File: config.mk
export PLATFORM = sky130hd
export DESIGN_NAME = sys_debug_reader_flat
export DESIGN_NICKNAME = d
export VERILOG_FILES = /design/src/rtl/sys_dbg_pkg.sv /design/src/rtl/sys_debug_reader_if.sv /design/src/rtl/sys_dbg_out_reg.sv /design/src/rtl/sys_debug_reader.sv /design/src/flat_wrapper.sv
export SDC_FILE = /design/constraint.sdc
export NUM_CORES = 1
export LEC_CHECK = 0
export ABC_AREA = 1
export CAP_MARGIN = 10
export CORE_ASPECT_RATIO = 1.5
export CORE_MARGIN = 2
export CORE_UTILIZATION = 43
export CTS_CLUSTER_SIZE = 8
export DETAILED_ROUTE_END_ITERATION = 16
export PLACE_DENSITY = 0.78
export SETUP_SLACK_MARGIN = 0.02
export SLEW_MARGIN = 20
export SYNTH_ARGS = -nofsm -noshare
export SYNTH_HDL_FRONTEND = slang
export SYNTH_SLANG_ARGS = --single-unit
File: constraint.sdc
create_clock -name SYS_clk -period 2.8 [get_ports SYS_clk]
set_input_delay 0.84 -clock SYS_clk [delete_from_list [all_inputs] [get_ports SYS_clk]]
set_output_delay 0.84 -clock SYS_clk [all_outputs]
set_load 0.005 [all_outputs]
File: src/rtl/sys_dbg_pkg.sv
// Shared types and constants for the debug dump engine: FSM states, record/tag
// layout and the helpers that build record tags.
package sys_dbg_pkg;

  localparam int unsigned REC_W = 32;
  localparam int unsigned TAG_W = 8;

  localparam logic TAG_REG = 1'b0;
  localparam logic TAG_LED = 1'b1;

  typedef enum logic [2:0] {
    S_IDLE,
    S_REG_WAIT,
    S_REG_SEND,
    S_LED_WAIT,
    S_LED_SEND,
    S_DONE
  } state_t;

  function automatic logic [TAG_W-1:0] reg_tag(input logic [4:0] addr);
    return {TAG_REG, 2'b00, addr};
  endfunction

  function automatic logic [TAG_W-1:0] led_tag(input logic [2:0] sel);
    return {TAG_LED, 4'b0000, sel};
  endfunction

endpackage

File: src/rtl/sys_debug_reader_if.sv
// Valid/ready record stream carrying a captured value plus its tag.
interface sys_debug_reader_if;
  logic                           out_valid;
  logic                           out_ready;
  logic [sys_dbg_pkg::REC_W-1:0]  out_data;
  logic [sys_dbg_pkg::TAG_W-1:0]  out_tag;

  modport master (output out_valid, output out_data, output out_tag, input out_ready);
  modport slave  (input out_valid, input out_data, input out_tag, output out_ready);
endinterface

File: src/rtl/sys_dbg_out_reg.sv
// One-entry valid/ready holding register: data and tag stay frozen from load
// until the consumer accepts them.
module sys_dbg_out_reg
  import sys_dbg_pkg::*;
(
  input  logic             clk,
  input  logic             rst,
  input  logic             load,
  input  logic [REC_W-1:0] load_data,
  input  logic [TAG_W-1:0] load_tag,
  sys_debug_reader_if.master out,
  output logic             fire
);

  assign fire = out.out_valid && out.out_ready;

  // NOTE: sequential state uses non-blocking assignments so every register
  // samples pre-edge values regardless of block evaluation order.
  always_ff @(posedge clk or posedge rst) begin
    if (rst) begin
      out.out_valid <= 1'b0;
      out.out_data  <= '0;
      out.out_tag   <= '0;
    end else if (load) begin
      out.out_valid <= 1'b1;
      out.out_data  <= load_data;
      out.out_tag   <= load_tag;
    end else if (fire) begin
      out.out_valid <= 1'b0;
    end
  end

endmodule

File: src/rtl/sys_debug_reader.sv
// Sweeps the register-file debug port and then the LED selector, emitting each
// captured value as a tagged record on a back-pressured stream.
module sys_debug_reader
  import sys_dbg_pkg::*;
#(
  parameter int unsigned REG_FIRST = 0,
  parameter int unsigned REG_LAST  = 31,
  parameter int unsigned SEL_COUNT = 8,
  parameter int unsigned READ_LAT  = 1
) (
  input  logic        SYS_clk,
  input  logic        SYS_reset,
  input  logic        start,
  output logic [4:0]  dbg_addr,
  input  logic [31:0] dbg_val,
  output logic [7:0]  sel,
  input  logic [26:0] leds,
  sys_debug_reader_if.master out,
  output logic        busy,
  output logic        done
);

  localparam int unsigned CNT_W = (READ_LAT < 1) ? 1 : $clog2(READ_LAT + 1);
  localparam logic [CNT_W-1:0] CNT_INIT = CNT_W'(READ_LAT);
  localparam logic [CNT_W-1:0] CNT_ONE  = CNT_W'(1);

  state_t           state;
  logic [CNT_W-1:0] cnt;
  logic             fire;
  logic             cap_en;
  logic [REC_W-1:0] cap_data;
  logic [TAG_W-1:0] cap_tag;

  // Capture happens on the edge where the wait counter steps from 1 to 0.
  always_comb begin
    // NOTE: every always_comb output gets a default first so no path leaves
    // it unassigned and a latch is never inferred.
    cap_en   = 1'b0;
    cap_data = '0;
    cap_tag  = '0;
    if (cnt == CNT_ONE) begin
      if (state == S_REG_WAIT) begin
        cap_en   = 1'b1;
        cap_data = dbg_val;
        cap_tag  = reg_tag(dbg_addr);
      end else if (state == S_LED_WAIT) begin
        cap_en   = 1'b1;
        cap_data = {5'b00000, leds};
        cap_tag  = led_tag(sel[2:0]);
      end
    end
  end

  sys_dbg_out_reg u_out_reg (
    .clk       (SYS_clk),
    .rst       (SYS_reset),
    .load      (cap_en),
    .load_data (cap_data),
    .load_tag  (cap_tag),
    .out       (out),
    .fire      (fire)
  );

  always_ff @(posedge SYS_clk or posedge SYS_reset) begin
    if (SYS_reset) begin
      state    <= S_IDLE;
      cnt      <= '0;
      dbg_addr <= '0;
      sel      <= '0;
      busy     <= 1'b0;
      done     <= 1'b0;
    end else begin
      unique case (state)
        S_IDLE: begin
          if (start) begin
            dbg_addr <= 5'(REG_FIRST);
            cnt      <= CNT_INIT;
            busy     <= 1'b1;
            state    <= S_REG_WAIT;
          end
        end
        S_REG_WAIT: begin
          cnt <= cnt - CNT_ONE;
          if (cnt == CNT_ONE) state <= S_REG_SEND;
        end
        S_REG_SEND: begin
          if (fire) begin
            cnt <= CNT_INIT;
            // Compare before incrementing so REG_LAST=31 never wraps the address.
            if (dbg_addr < 5'(REG_LAST)) begin
              dbg_addr <= dbg_addr + 5'd1;
              state    <= S_REG_WAIT;
            end else begin
              sel   <= '0;
              state <= S_LED_WAIT;
            end
          end
        end
        S_LED_WAIT: begin
          cnt <= cnt - CNT_ONE;
          if (cnt == CNT_ONE) state <= S_LED_SEND;
        end
        S_LED_SEND: begin
          if (fire) begin
            if (sel < 8'(SEL_COUNT - 1)) begin
              sel   <= sel + 8'd1;
              cnt   <= CNT_INIT;
              state <= S_LED_WAIT;
            end else begin
              busy  <= 1'b0;
              done  <= 1'b1;
              state <= S_DONE;
            end
          end
        end
        S_DONE: begin
          done  <= 1'b0;
          state <= S_IDLE;
        end
        default: state <= S_IDLE;
      endcase
    end
  end

endmodule

File: src/flat_wrapper.sv
// flat-port wrapper written by rule: the top's interface ports become plain ports
module sys_debug_reader_flat import sys_dbg_pkg::*;
#(
  parameter int unsigned REG_FIRST = 0,
  parameter int unsigned REG_LAST  = 31,
  parameter int unsigned SEL_COUNT = 8,
  parameter int unsigned READ_LAT  = 1
)
  (SYS_clk, SYS_reset, start, dbg_addr, dbg_val, sel, leds, busy, done, out_out_valid, out_out_data, out_out_tag, out_out_ready);
  sys_debug_reader_if out_i ();
  input  logic SYS_clk;
  input  logic SYS_reset;
  input  logic start;
  output logic [4:0] dbg_addr;
  input  logic [31:0] dbg_val;
  output logic [7:0] sel;
  input  logic [26:0] leds;
  output logic busy;
  output logic done;
  output wire logic [$bits(out_i.out_valid)-1:0] out_out_valid;
  output wire logic [$bits(out_i.out_data)-1:0] out_out_data;
  output wire logic [$bits(out_i.out_tag)-1:0] out_out_tag;
  input wire logic [$bits(out_i.out_ready)-1:0] out_out_ready;
  assign out_out_valid = out_i.out_valid;
  assign out_out_data = out_i.out_data;
  assign out_out_tag = out_i.out_tag;
  assign out_i.out_ready = out_out_ready;
  sys_debug_reader #(.REG_FIRST(REG_FIRST), .REG_LAST(REG_LAST), .SEL_COUNT(SEL_COUNT), .READ_LAT(READ_LAT)) u_core (.SYS_clk(SYS_clk), .SYS_reset(SYS_reset), .start(start), .dbg_addr(dbg_addr), .dbg_val(dbg_val), .sel(sel), .leds(leds), .out(out_i), .busy(busy), .done(done));
endmodule
---- Word-level counts from Yosys, hierarchy flattened ----
Index checks and enable logic that the tools add are counted.
storage, ports and cells
  register bits after elaboration ......... 60
  output and inout port bits .............. 56
  word-level logic and storage cells ...... 82
  input port bits ......................... 63
operators by class
  reduce and logical (&&, ||, !) cells .... 15
  magnitude comparators ................... 2
  add/sub/neg operators ................... 3
  eq/ne operators ......................... 14
  muxes and demuxes ....................... 39
operators with widths
  kind                                                                      number
  32-bit two-way mux                                                        2
  8-bit two-way mux                                                         7
  27-bit two-way mux                                                        1
  3-bit two-way mux                                                         6
  8-bit case mux with 2 select lines                                        1
  5-bit two-way mux                                                         3
  3-bit case mux with 5 select lines                                        1
  5-bit AND reduction                                                       3
  1-bit two-way mux                                                         13
  2-bit by 1-bit inequality test with 1-bit output (second input constant)  6
  5-bit case mux with 2 select lines                                        1
  2-bit nonzero test                                                        5
  8-bit by 1-bit adder with 8-bit output (second input constant)            1
  8-bit by 3-bit < comparator with 1-bit output (second input constant)     1
  4-bit AND reduction                                                       2
  3-bit by 2-bit == test with 1-bit output (second input constant)          2
  3-bit == test (second input constant)                                     2
  2-bit inequality test (second input constant)                             3
  5-bit by 1-bit adder with 5-bit output (second input constant)            1
  5-bit < comparator (second input constant)                                1
  1-bit case mux with 2 select lines                                        2
  1-bit case mux with 4 select lines                                        1
  4-bit nonzero test                                                        1
  3-bit by 1-bit == test with 1-bit output (second input constant)          1
  other kinds (6)                                                           6

---- Depth between registers and ports, before layout ----
Gate-level depths: netlist of run 1.
  word-level depth ........................ 5
  depth in mapped cells ................... 9
  depth with buffers taken out ............ 9

---- Cells and area by module ----
Synthesis of run 1 repeated with hierarchy kept, for this count alone.
unflattened totals
  cells, all modules ...................... 379
  area total of the unflattened synthesis .. 3164.3 um2
modules (own cells, without submodules)
  module            sequential area each (um2)  instances  cells an instance  area each (um2)
  sys_dbg_out_reg   1026.0                      1          177                1675.4
  sys_debug_reader  475.5                       1          202                1488.9

---- Worst setup path before layout of run 1 ----
Ideal clock, no wire load.
  path type ............................... input-to-reg
  from .................................... in out_out_ready
  to ...................................... reg u_core.dbg_addr[2]
  arrival ................................. 1.435 ns
  path buffers ............................ 0
  required time ........................... 2.666 ns
  stages .................................. 5
  slack ................................... 1.231 ns
  library setup time ...................... 0.134 ns
  path through ............................ nand2_1 > nand2_1 > nand2_1 > a21oi_1 > o21ai_0
on the way
  longest elaborated chain between the ends .. 3
ends and longest elaborated chain
  element                                                     RTL line                text
  start, declared                                             flat_wrapper.sv:23      input wire logic [$bits(out_i.out_ready)-1:0] out_out_ready;
  1-bit logical AND                                           sys_dbg_out_reg.sv:15   assign fire = out.out_valid && out.out_ready;
  2-bit by 1-bit inequality test with 1-bit output (no line)  n/a
  4-bit AND reduction (no line)                               n/a
  end signal, assigned                                        sys_debug_reader.sv:76  dbg_addr <= 5'(REG_FIRST);
  end signal, assigned                                        sys_debug_reader.sv:91  dbg_addr <= dbg_addr + 5'd1;
  end, declared                                               sys_debug_reader.sv:14  output logic [4:0] dbg_addr,
Every way passes these cells.
A chain may end at the register's enable or synchronous reset.

---- Worst setup path in the final report of run 1 ----
  from .................................... reg u_core.state[2]
  to ...................................... reg u_core.u_out_reg.out.out_data[27]
on the way
  longest elaborated chain between the ends .. 4
  elaborated cells on any way between the ends .. 7
  classes of those cells .................. eq/ne: 2; mux: 5
ends and longest elaborated chain
  element                                   RTL line                  text
  start, declared                           sys_debug_reader.sv:27    state_t state;
  start signal, assigned                    sys_debug_reader.sv:66    state <= S_IDLE;
  start signal, assigned                    sys_debug_reader.sv:79    state <= S_REG_WAIT;
  start signal, assigned                    sys_debug_reader.sv:84    if (cnt == CNT_ONE) state <= S_REG_SEND;
  3-bit by 2-bit == test with 1-bit output  sys_debug_reader.sv:46    end else if (state == S_LED_WAIT) begin
  1-bit two-way mux                         sys_debug_reader.sv:46
  1-bit two-way mux                         sys_debug_reader.sv:42    if (state == S_REG_WAIT) begin
  1-bit two-way mux                         sys_debug_reader.sv:41    if (cnt == CNT_ONE) begin
  end signal, assigned                      sys_dbg_out_reg.sv:26     out.out_data <= load_data;
  end, declared                             sys_debug_reader_if.sv:8  modport master (output out_valid, output out_data, output out_tag, input out_ready);
Parallel ways exist; a longest one is shown, timed or not.

==> results.cfg, run 1 <==
[power]
peak_supply_drop_uv = 452.8
total_power_uw = 4548
leakage_power_summed_over_all_cells_uw = 0.001838
power.density_nw_per_um2 = 1057

[global_route]
first_global_vias = 2918
overflow = 0
number_of_antenna_violations_at_the_first_check_in_global_routing = 0
grt_pass1_wl_um = 14030
grt_max_degree = 35
global_route_usage_over_all_layers_pct = 23.95

[clock_tree]
clock_tree_from_tritoncts = done
clock_sinks = 58
cts_repair_resize_count = 0
clkLatencyLatePin_ps = 330
cts.hold.buffers_added = 0
path_clk_slew_ps = 60
post-cts-setup-buffer-count = 0
cts-htree-levels = 3
root_buffer = clkbuf_8
clock_buffers_created_by_tritoncts = 9
cts_max_path_buffers = 2

[timing]
setup-violations-final = 0
post-route-period-util_pct = 82.61
timing_hold_violations_final = 0
fin_setup_tns_ps = 0
rsz0062_at_grt = no
finalClockSkew_ps = 7.745
layout_min_cycle_time_ps = 2313
timing_max_transition_violations_final = 0
max_freq_ghz = 0.4323
finalWorstSetupSlack_ps = 487.1
timing.slew.headroom_pct = 60.25
worst_pin_slew_ps = 594.9
hold-worst-slack_ps = 475.6

[outcome]
outcome = finished, final reports clean

[synthesis]
yosysTopAreaCellShare_pct = 50.90
synth_area_in_compound_gates_pct = 12.46
synth.top_cells.by_area = dfrtp_1 51%, nand2_1 12%, nor2_1 6.3%
largest_family_of_logic_cells_by_synthesized_area = simple AND/OR/NAND/NOR gates
post_synth_instance_area_um2 = 2851
dominant_register_cell_in_the_synthesized_netlist = dfrtp_1
synth_area_leader_cell = dfrtp_1
ys_types = 23
async_reset_ff_share_pct = 100.0
ys_seq_area_share_pct = 50.90
yosys_register_bits = 58
synth-adder-area-share_pct = 0.8776
netlist_top_cells_count = 90 x nand2_1, 58 x dfrtp_1, 48 x nor2_1
yosys_warnings = 0
cell_with_the_most_instances_after_synthesis = nand2_1
synth_simple_gate_area_share_pct = 27.95
synth_area_per_cell_um2 = 8.055
yosys-mux-area-fraction_pct = 0
synthesis.instances = 354
synth-edff-count = 0
synthXorXnorAreaFrac_pct = 0.9215

[critical_path]
critical_path.max_fanout = 34
critPathRequiredTime_ps = 2990
ff2ff_setup_slack_ps = 490
endpoint_kind = register
cp_data_arrival_time_ps = 2500
crit_path_launch_type = register
type_of_the_worst_setup_path = reg2reg

[route]
route.detailed.drc = 0
route.detailed.vias_per_inst = 5.373
routed_wl_um = 8472
route.vias.total = 2950
dr.pass1.iters = 5
drt_first_iter_violations = 171
routed_wire_length_per_instance_um = 15.43
ant_nets = 0

[job]
max-cap-violations = 0

[placement]
placement.setup.worst_slack_ps = 490.0
place.port_buffers = 116
dpl.hpwl_um = 6272
place.gp.congestion = 0.9411

[die]
fp.dieW_um = 70.49
fp-row-count = 36
die_height_um = 103.7
coreArea_um2 = 6441
floorplan.initialDensity_pct = 44.27
io-pin-count = 119
die-area_um2 = 7312

[hold_path]
hold_wc_path_type = reg2reg

[cells_and_area]
post_route_cells_drive_above_1_share_pct = 6.342
diodes = 0
nNetsFinal = 533
area_growth_pct = 50.86
fill_cells = 572
==> layout make-up <==
| class | count | area (um^2) | share of cell area (%) |
|---|---|---|---|
| clock buffers | 11 | 141.4 | 3.287 |
| clock inverters | 5 | 77.57 | 1.803 |
| inverters | 23 | 86.33 | 2.007 |
| multi-input cells | 252 | 1216 | 28.27 |
| flip-flops and latches | 58 | 1451 | 33.74 |
| well taps | 76 | 95.09 | 2.211 |
| repair buffers | 124 | 1234 | 28.68 |
==> registers in the layout (all words and copies together), names as in the netlist <==
name / count
u_core.busy: 1
u_core.cnt: 1
u_core.dbg_addr: 5
u_core.done: 1
u_core.sel: 8
u_core.state: 3
u_core.u_out_reg.out.out_data: 32
u_core.u_out_reg.out.out_tag: 6
u_core.u_out_reg.out.out_valid: 1
==> stage by stage <==
step           area (um^2)  instances  util (%)
2_1_floorplan         2855        355         -
3_3_place_gp          4083        533     63.38
3_5_place_dp          4083        533     63.38
4_1_cts               4302        549     66.78
5_1_grt               4302        549     66.78
6_report              4302        549     66.78
==> worst max-delay path, stage by stage (launching register included) <==
cell and delay, ps:
dfrtp_1 390, inv_2 60, buf_4 320, nand3_1 180, nand2_1 150, inv_2 60
nor2_4 460, inv_1 340, nand2_1 120, o21ai_0 90
==> cells by family after synthesis <==
logic type | Yosys count
AO/OA/AOI/OAI | 61
buffers and inverters | 45
XOR/XNOR | 3
AND/OR/NAND/NOR | 184
adder cells (fa/ha/maj) | 2
other | 1
flip-flops | 58
==> cell usage in the layout, fill, tap and decap left out, types with 3 or more instances in the layout <==
cell,Yosys,final
clkdlybuf4s50_1,0,116
nand2_1,90,90
dfrtp_1,58,58
nor2_1,48,48
nand4_1,28,28
a31oi_1,28,28
o21ai_0,21,21
inv_1,21,20
nand3_1,11,11
clkbuf_8,0,10
buf_4,4,7
a21oi_1,6,6
inv_2,2,3
a21boi_0,3,3
xor2_1,3,3
==> metal layers <==
layer	vias up	GRT usage (%)	part of all wire, %
li1	1425	-	-
met1	1396	27.15	37
met2	112	43.13	55
met3	17	4.377	5.3
met4	0	10.03	3.1
met5	-	0	0
==> where the power goes <==
part | internal (uW) | switching, uW | total (uW) | leakage [uW]
clock network | 522 | 326 | 848 | 0.000109
registers | 1190 | 213 | 1400 | 0.000720
logic | 1060 | 1240 | 2300 | 0.00101
==> final timing paths <==
kind / from / end / depth (start not counted)
max: u_core.state[2] / u_core.u_out_reg.out.out_data[27] / 9
min: u_core.u_out_reg.out.out_tag[2] / u_core.u_out_reg.out.out_tag[2] / 2
max reg2reg: u_core.state[2] / u_core.u_out_reg.out.out_data[27] / 9
min reg2reg: u_core.u_out_reg.out.out_tag[2] / u_core.u_out_reg.out.out_tag[2] / 2
max in group asynchronous: SYS_reset / u_core.dbg_addr[0] / 3
min in group asynchronous: SYS_reset / u_core.u_out_reg.out.out_data[24] / 2
Power figures use the tool's default switching activity.
==> run 2: changes to the inputs <==
Clock period 2.8 ns to 2.2 ns, I/O delays scaled along.
==> run 2 against run 1 <==
Against the previous run:
- register-to-register slack got worse by 70 ps
- power rose by 22%
- worst hold slack improved by 4.2 ps
- combinational power rose by 27%
- wire length fell by 2.3%
- critical path depth fell by 8
- sequential cell count did not move
- sequential power rose by 27%
- utilization fell by 0.82 points
- clock skew fell by 3.3 ps
==> results.cfg, run 2 (synthesis gave the netlist of run 1 again) <==
[outcome]
outcome = finished, final reports clean

[hold_path]
worst_hold_path_depth = 2
hold_wc_path_type = reg2reg
hold_path.startpoint = u_core.u_out_reg.out.out_tag[2]
holdPathEnd = u_core.u_out_reg.out.out_tag[2]

[critical_path]
crit_path_launch_type = register
cp_num_buf_inv = 1
max_stage_delay_ps = 550
ff2ff_setup_slack_ps = 420
cp_data_arrival_time_ps = 1360
critPathRequiredTime_ps = 1540
cpLargestDelayFamily = buffers and inverters
critical_path.cell_chain = clkdlybuf4s50_1
critical_path.reg2reg.startpoint = u_core.state[2]
type_of_the_worst_setup_path = reg2out
critical_path.max_fanout = 6
endpoint_kind = output port
timing.critical_path.slowest_stage_cell = clkdlybuf4s50_1
ff2ff_path_depth = 7
timing.rr.end = u_core.dbg_addr[4]

[clock_tree]
path_clk_slew_ps = 60
clock_sinks = 58
clock_tree_from_tritoncts = done
clock_buffers_created_by_tritoncts = 9
clkLatencyLatePin_ps = 340
cts_max_path_buffers = 2
cts-htree-levels = 3
cts_repair_resize_count = 0
post-cts-setup-buffer-count = 0
cts.hold.buffers_added = 0
root_buffer = clkbuf_8

[power]
power.share.combinational_pct = 52.6
pwr-share-clk_pct = 15.3
leakage_power_summed_over_all_cells_uw = 0.001817
power.density_nw_per_um2 = 1302
netSwitchingFraction_pct = 40.17
peak_supply_drop_uv = 701.4
seq_power_share_pct = 32.1
total_power_uw = 5534
cell_int_power_uw = 3311
total_switching_power_uw = 2223

[route]
route.detailed.vias_per_inst = 5.296
routed_wire_length_per_instance_um = 15.13
dr.pass1.iters = 4
ant_nets = 0
route.vias.total = 2897
drt_first_iter_violations = 153
routed_wl_um = 8274
route.detailed.drc = 0

[global_route]
global_route_usage_over_all_layers_pct = 22.86
overflow = 0
grt_pass1_wl_um = 13340
met2_track_demand_over_resource_pct = 40.50
number_of_antenna_violations_at_the_first_check_in_global_routing = 0
busiest_layer_in_global_routing = met2
first_global_vias = 2783
grt_max_degree = 59
grt_use_met3_pct = 4.669
global_route.usage.met1_pct = 26.33

[timing]
post-route-period-util_pct = 91.62
timing_hold_violations_final = 0
rsz0062_at_grt = no
max_freq_ghz = 0.4961
hold-worst-slack_ps = 479.8
finalClockSkew_ps = 4.465
fin_setup_tns_ps = 0
setup-violations-final = 0
layout_min_cycle_time_ps = 2016
timing_max_transition_violations_final = 0

[cells_and_area]
fill_cells = 587
layout_top_registers = u_core.u_out_reg.out.out_data x32, u_core.sel x8, u_core.u_out_reg.out.out_tag x6
post_route_cells_drive_above_1_share_pct = 5.732
area_growth_pct = 49.01
most_common_cell_after_layout_fill_and_taps_aside = clkdlybuf4s50_1
layout.cells.most_common_list = 116 x clkdlybuf4s50_1, 90 x nand2_1, 58 x dfrtp_1
register_area_um2 = 1451
largest_reg_flops = 32
nNetsFinal = 534
diodes = 0
multi_input_gate_area_in_the_final_layout_um2 = 1216
finalNonFillerCells = 547
utilization_pct = 65.97
largest-register = u_core.u_out_reg.out.out_data

[die]
coreArea_um2 = 6441
die_height_um = 103.7
die-area_um2 = 7312
floorplan.initialDensity_pct = 44.27
fp.dieW_um = 70.49
io-pin-count = 119
fp-row-count = 36

[placement]
dpl.hpwl_um = 5940
place.gp.congestion = 0.8949
dp_cells = 534
place.port_buffers = 116

[job]
max-cap-violations = 0
-- run 2: cell types whose count changed in the layout (fill, tap and decap cells not counted), sizes merged --
cell,previous run,this run
clkbuf,11,13
clkinv,2,0
bufinv,2,0
clkinvlp,1,0
buf,8,9
-- run 2: per-stage QoR --
stage,worst slack (ps),area [um^2]
2_1_floorplan,112.0,2855
3_3_place_gp,140.4,4090
3_5_place_dp,88.18,4090
4_1_cts,173.9,4249
5_1_grt,147.8,4249
6_report,184.4,4249
-- run 2: power by group through the flow --
stage	clock (uW)	sequential (uW)	combinational, uW
after floorplan	0	1800	1600
after global placement	0	1780	2840
after detailed placement	0	1800	2920
after CTS	869	1780	2930
after global routing	911	1840	3210
final	846	1780	2910
-- run 2: layer usage --
metal	share of wire [%]	vias to the layer above	wire (um)
met5	0	-	0
met4	2.1	0	177
met3	4.6	14	382
met2	54	83	4432
met1	40	1379	3283
li1	-	1421	-
-- run 2: worst max-delay path by stage --
stage | cells past startpoint | slack, ps | to | startpoint
after floorplan | 1 | 110 | u_core.busy | SYS_reset
after global placement | 6 | 140 | u_core.dbg_addr[4] | out_out_ready
after detailed placement | 7 | 90 | u_core.dbg_addr[4] | out_out_ready
after CTS | 1 | 170 | dbg_addr[1] | u_core.dbg_addr[1]
after global routing | 1 | 150 | sel[2] | u_core.sel[2]
final | 1 | 180 | dbg_addr[1] | u_core.dbg_addr[1]
-- run 2: area by class of cell --
cell class | instances | share of cell area, %
inverter | 23 | 2.032
multi-input combinational | 252 | 28.62
tap | 76 | 2.238
clock buffer | 13 | 3.740
sequential | 58 | 34.16
timing repair buffer | 125 | 29.21
==> variant 1, RTL diff (flow settings as in run 1) <==
`REG_FIRST` is set to 0 in 2 places; all go to 1.
--- a/src/rtl/sys_debug_reader.sv
+++ b/src/rtl/sys_debug_reader.sv
@@ -3,7 +3,7 @@
 module sys_debug_reader
   import sys_dbg_pkg::*;
 #(
-  parameter int unsigned REG_FIRST = 0,
+  parameter int unsigned REG_FIRST = 1,
   parameter int unsigned REG_LAST  = 31,
   parameter int unsigned SEL_COUNT = 8,
   parameter int unsigned READ_LAT  = 1
--- a/src/flat_wrapper.sv
+++ b/src/flat_wrapper.sv
@@ -1,7 +1,7 @@
 // flat-port wrapper written by rule: the top's interface ports become plain ports
 module sys_debug_reader_flat import sys_dbg_pkg::*;
 #(
-  parameter int unsigned REG_FIRST = 0,
+  parameter int unsigned REG_FIRST = 1,
   parameter int unsigned REG_LAST  = 31,
   parameter int unsigned SEL_COUNT = 8,
   parameter int unsigned READ_LAT  = 1
Behaviour: not the same (Yosys sat finds a counterexample within 4 cycles, from zero or initial values and one cycle with SYS_reset high).
==> variant 1 against run 1 <==
- cell area down 0.73%
- die area up 0.37%
- first-iteration DRC count up 0.58%
- combinational power up 2%
- setup slack better by 0.11 ns
- sequential cell count unchanged
- area after synthesis up 0.39%
- power down 0.46%
- wire length up 0.41%
==> variant 1: results (changes against run 1) <==
Status: complete, no violations
WP data arrival: 1.36 ns (-1.14 ns)
P_comb: 2.34 mW (+2%)
H-tree Lvls: 3 (unchanged)
Nets: 532 (-0.19%)
Pleak: 1.83 nW (-0.41%)
Worst Path Max Fanout: 6 (-82%)
Input/output buffers: 116 (unchanged)
DRT iter0 DRCs: 172 (+0.58%)
Worst slew pin tran: 0.603 ns (+0.00853 ns)
Routed WL: 8510 µm (+0.41%)
Hold depth: 2 (unchanged)
Top sig layer: met4
Layout cells sized above 1: 0.0660 (+0.00253)
Synth unique cells: 26 (+13%)
Crit path launch: u_core.dbg_addr[1]$_DFFE_PP0P_
Total power: 4.53 mW (-0.46%)
Overall routing resource usage: 0.240 (about the same)
Vias per std cell: 5.41 (+0.75%)
Net Sw Frac: 0.399 (+0.00803)
Inserted Diodes: 0 (unchanged)
Clock root cell: clkbuf_8
Drt first pass iters: 4 (-1)
Postcts setup bufs: 0 (unchanged)
Synth top area cells: dfrtp_1 51%, nand2_1 12%, nor2_1 6.3%
Top cell family by delay on the critical path: buffers and inverters
Sequential element share of the synthesized area: 0.507 (-0.00200)
Met2 Routed Length: 4570 µm (-2.1%)
R2R Setup Slk: 0.79 ns (+0.30 ns)
VDD IR-drop max: 0.000773 V (+71%)
CTS Buf Count: 9 (unchanged)
Worst-skew pair later-pin latency: 0.34 ns
R2r startpoint: u_core.state[2]$_DFFE_PP0P_
Final hold viol count: 0 (unchanged)
R2R depth: 8 (-1)
Clock Skew: 0.0105 ns (+0.00272 ns)
Synth warn: 0 (unchanged)
Non-filler cells in the finished layout: 546 (-0.55%)
DRC viols: 0 (unchanged)
Critical path's largest stage delay: 0.55 ns (+0.09 ns)
Fill count: 578 (+1.0%)
Synthesized instance count: 354 (unchanged)
Number of global-route vias before repair: 2968 (+1.7%)
Met1 WL: 3270 µm (+5.5%)
First-pass GRT wire length: 14100 µm (+0.54%)
F_max: 0.454 GHz (+4.9%)
CTS max path bufs: 2 (unchanged)
Place WS: 0.601 ns (+0.110 ns)
HPWL Detailed: 6070 µm (-3.3%)
GPL Wtd Cong: 0.877 (-6.9%)
Slowest CP cell: clkdlybuf4s50_1
Met3 wire len: 403 µm (-9.4%)
variant 1: per-stage QoR:
stage          area [µm²]   util  hold slack, ns
2_1_floorplan        2870      -           0.465
5_1_grt              4270  0.658           0.517
3_3_place_gp         4080  0.629           0.454
6_report             4270  0.658           0.480
4_1_cts              4270  0.658           0.482
3_5_place_dp         4080  0.629           0.466
variant 1: area by class of cell:
class                      count  area, µm²  share of cell area
clock buffer                  11        151              0.0355
clock inverter                 3       40.0             0.00938
inverter                      23       86.3              0.0202
multi-input combinational    252       1220               0.286
sequential                    58       1450               0.340
tap                           76       95.1              0.0223
timing repair buffer         123       1230               0.287
variant 1: path summary, 6_finish.rpt:
path                                                                 endpoint
worst max-delay path                                              dbg_addr[1]
worst min-delay path              u_core.u_out_reg.out.out_tag[2]$_DFFE_PP0P_
worst max register to register  u_core.u_out_reg.out.out_data[26]$_DFFE_PP0P_
worst min register to register    u_core.u_out_reg.out.out_tag[2]$_DFFE_PP0P_
max in group asynchronous                           u_core.sel[6]$_DFFE_PP0P_
min in group asynchronous       u_core.u_out_reg.out.out_data[22]$_DFFE_PP0P_
variant 1: routing by layer:
layer / up-vias / track usage
met5: - / 0
met4: 0 / 0.101
met3: 20 / 0.0484
met2: 108 / 0.428
met1: 1409 / 0.273
li1: 1419 / -
variant 1: logic make-up (layout without fill, tap and decap cells):
logic type | Yosys count | after routing | synth area share
simple gates | 184 | 184 | 0.280
compound gates | 61 | 61 | 0.125
flops | 58 | 58 | 0.507
buf+inv | 45 | 160 | 0.0682
xor+xnor | 3 | 3 | 0.00918
fa+ha+maj | 2 | 2 | 0.00874
other cells | 1 | 2 | 0.00131
==> variant 2, RTL diff (flow settings as in run 1) <==
Made on the original files. Register the output `dbg_addr` once more; this adds one clock of latency there. The other outputs are not delayed to match.
--- a/src/rtl/sys_debug_reader.sv
+++ b/src/rtl/sys_debug_reader.sv
@@ -24,6 +24,8 @@
   localparam logic [CNT_W-1:0] CNT_INIT = CNT_W'(READ_LAT);
   localparam logic [CNT_W-1:0] CNT_ONE  = CNT_W'(1);
 
+  logic [4:0] dbg_addr_s0;
+
   state_t           state;
   logic [CNT_W-1:0] cnt;
   logic             fire;
@@ -42,7 +44,7 @@
       if (state == S_REG_WAIT) begin
         cap_en   = 1'b1;
         cap_data = dbg_val;
-        cap_tag  = reg_tag(dbg_addr);
+        cap_tag  = reg_tag(dbg_addr_s0);
       end else if (state == S_LED_WAIT) begin
         cap_en   = 1'b1;
         cap_data = {5'b00000, leds};
@@ -65,7 +67,7 @@
     if (SYS_reset) begin
       state    <= S_IDLE;
       cnt      <= '0;
-      dbg_addr <= '0;
+      dbg_addr_s0 <= '0;
       sel      <= '0;
       busy     <= 1'b0;
       done     <= 1'b0;
@@ -73,7 +75,7 @@
       unique case (state)
         S_IDLE: begin
           if (start) begin
-            dbg_addr <= 5'(REG_FIRST);
+            dbg_addr_s0 <= 5'(REG_FIRST);
             cnt      <= CNT_INIT;
             busy     <= 1'b1;
             state    <= S_REG_WAIT;
@@ -87,8 +89,8 @@
           if (fire) begin
             cnt <= CNT_INIT;
             // Compare before incrementing so REG_LAST=31 never wraps the address.
-            if (dbg_addr < 5'(REG_LAST)) begin
-              dbg_addr <= dbg_addr + 5'd1;
+            if (dbg_addr_s0 < 5'(REG_LAST)) begin
+              dbg_addr_s0 <= dbg_addr_s0 + 5'd1;
               state    <= S_REG_WAIT;
             end else begin
               sel   <= '0;
@@ -122,5 +124,9 @@
     end
   end
 
+  always_ff @(posedge SYS_clk) begin
+    dbg_addr <= dbg_addr_s0;
+  end
+
 endmodule
 
Behaviour: not the same (Yosys sat finds a counterexample within 4 cycles, from zero or initial values and one cycle with SYS_reset high).
==> variant 2 against run 1 <==
- synthesized cell count decreased by 0.28%
- power decreased by 0.86%
- wire length fell by 7.4%
- area after synthesis increased by 4.6%
- cell area up 1.6%
- setup slack improved by 0.12 ns
- count of clock-buffer cells in the layout shrank 2
- core utilization down 2.5 points
- sequential cell count grew 5
- clock power decreased by 8.5%
- largest power group unchanged
==> variant 2: results (changes against run 1) <==
Worst min path class: register to register
Hold depth: 0 (-2)
Worst Path Max Fanout: 7 (-79%)
Synth top area cells: dfrtp_1 49%, nand2_1 11%, nand4_1 6.7%
WP data arrival: 1.36 ns (-1.14 ns)
Ys async rst share: 0.921 (-0.0794)
Reg-to-Reg End: u_core.u_out_reg.out.out_data[8]$_DFFE_PP0P_
Crit path launch: u_core.sel[2]$_DFFE_PP0P_
Nets: 528 (-0.94%)
Drt wl/cell: 14.4 µm (-6.9%)
Synth unique cells: 34 (+48%)
HPWL Detailed: 5540 µm (-12%)
Input/output buffers: 116 (unchanged)
Slowest CP cell: clkdlybuf4s50_1
GPL Wtd Cong: 0.847 (-10%)
Critical path's largest stage delay: 0.55 ns (+0.09 ns)
Max-slew violations: 0 (unchanged)
Clock root cell: clkbuf_8
Crit path to: sel[2]
Sequential element share of the synthesized area: 0.520 (+0.0111)
Largest net degree at the start of global routing: 59 (+69%)
VDD IR-drop max: 0.000694 V (+53%)
Initial antenna violation count: 0 (unchanged)
Synth top cells by count: 87 x nand2_1, 58 x dfrtp_1, 49 x nor2_1, 32 x nand4_1, 28 x a31oi_1
Largest regs: u_core.u_out_reg.out.out_data: 32 flops, u_core.sel: 8 flops, u_core.u_out_reg.out.out_tag: 6 flops
Top cell family by delay on the critical path: buffers and inverters
Via Count: 2859 (-3.1%)
H-tree Lvls: 3 (unchanged)
Status: complete, no violations
Pleak: 1.85 nW (+0.84%)
Number of global-route vias before repair: 2737 (-6.2%)
R2R Setup Slk: 0.72 ns (+0.23 ns)
Layout cells sized above 1: 0.0662 (+0.00281)
Overall routing resource usage: 0.216 (-0.0231)
First-pass GRT wire length: 12900 µm (-7.9%)
Post-DP Area: 4170 µm² (+2.2%)
R2R depth: 8 (-1)
Clock Skew: 0.00965 ns (+0.00191 ns)
Top_reg_cell synth: dfrtp_1
DRT iter0 DRCs: 216 (+26%)
variant 2: changes by cell type in the layout (fill, tap and decap cells not counted), sizes merged, moves of 3 or more:
cell / before / now
o21ai: 21 / 15
buf: 8 / 5
nand4: 28 / 32
a21boi: 3 / 0
clkinv: 2 / 5
and2: 0 / 3
dfxtp: 0 / 5
variant 2: kinds of logic (layout without fill, tap and decap cells):
logic type / Yosys count / count (layout) / share of synthesized area
and+or+nand+nor: 188 / 188 / 0.283
DFF: 63 / 63 / 0.520
AOI/OAI and AO/OA: 51 / 51 / 0.103
buffers and inverters: 45 / 159 / 0.0755
xor gates and xnor gates: 3 / 3 / 0.00881
adders and majority gates: 2 / 2 / 0.00839
other: 1 / 2 / 0.00126
variant 2: area by class of cell:
type	count	area, µm²
clock buffer	9	124
clock inverter	7	73.8
fill	591	2430
inverter	22	85.1
multi-input combinational	246	1220
sequential	63	1550
tap	78	97.6
timing repair buffer	121	1220
variant 2: layer usage:
metal | track usage | vias up | share of wire
met5 | 0 | - | 0
met4 | 0.104 | 0 | 0.028
met3 | 0.0578 | 22 | 0.072
met2 | 0.356 | 114 | 0.49
met1 | 0.259 | 1306 | 0.41
li1 | - | 1417 | -
variant 2: worst min-delay path by stage:
stage                                            startpoint  slack (ns)                          to
final                     u_core.dbg_addr_s0[4]$_DFFE_PP0P_        0.44  u_core.dbg_addr[4]$_DFF_P_
after global routing      u_core.dbg_addr_s0[1]$_DFFE_PP0P_        0.47  u_core.dbg_addr[1]$_DFF_P_
after CTS                 u_core.dbg_addr_s0[4]$_DFFE_PP0P_        0.44  u_core.dbg_addr[4]$_DFF_P_
after detailed placement  u_core.dbg_addr_s0[1]$_DFFE_PP0P_        0.42  u_core.dbg_addr[1]$_DFF_P_
after global placement    u_core.dbg_addr_s0[1]$_DFFE_PP0P_        0.42  u_core.dbg_addr[1]$_DFF_P_
after floorplan           u_core.dbg_addr_s0[1]$_DFFE_PP0P_        0.39  u_core.dbg_addr[1]$_DFF_P_
variant 2: report_power, final:
group / switching [mW] / total, mW / internal, mW
combinational: 1.21 / 2.26 / 1.05
clock: 0.364 / 0.776 / 0.412
sequential: 0.214 / 1.47 / 1.25
variant 2: per-stage QoR:
step                power (mW)  hold WS [ns]  std cells  setup slack [ns]
floorplan                 2.85         0.392        354             0.532
global placement          3.70         0.420        530             0.521
detailed placement        3.76         0.423        530             0.481
CTS                       4.55         0.442        546             0.569
global route              4.89         0.474        546             0.548
finish                    4.51         0.445        546             0.605
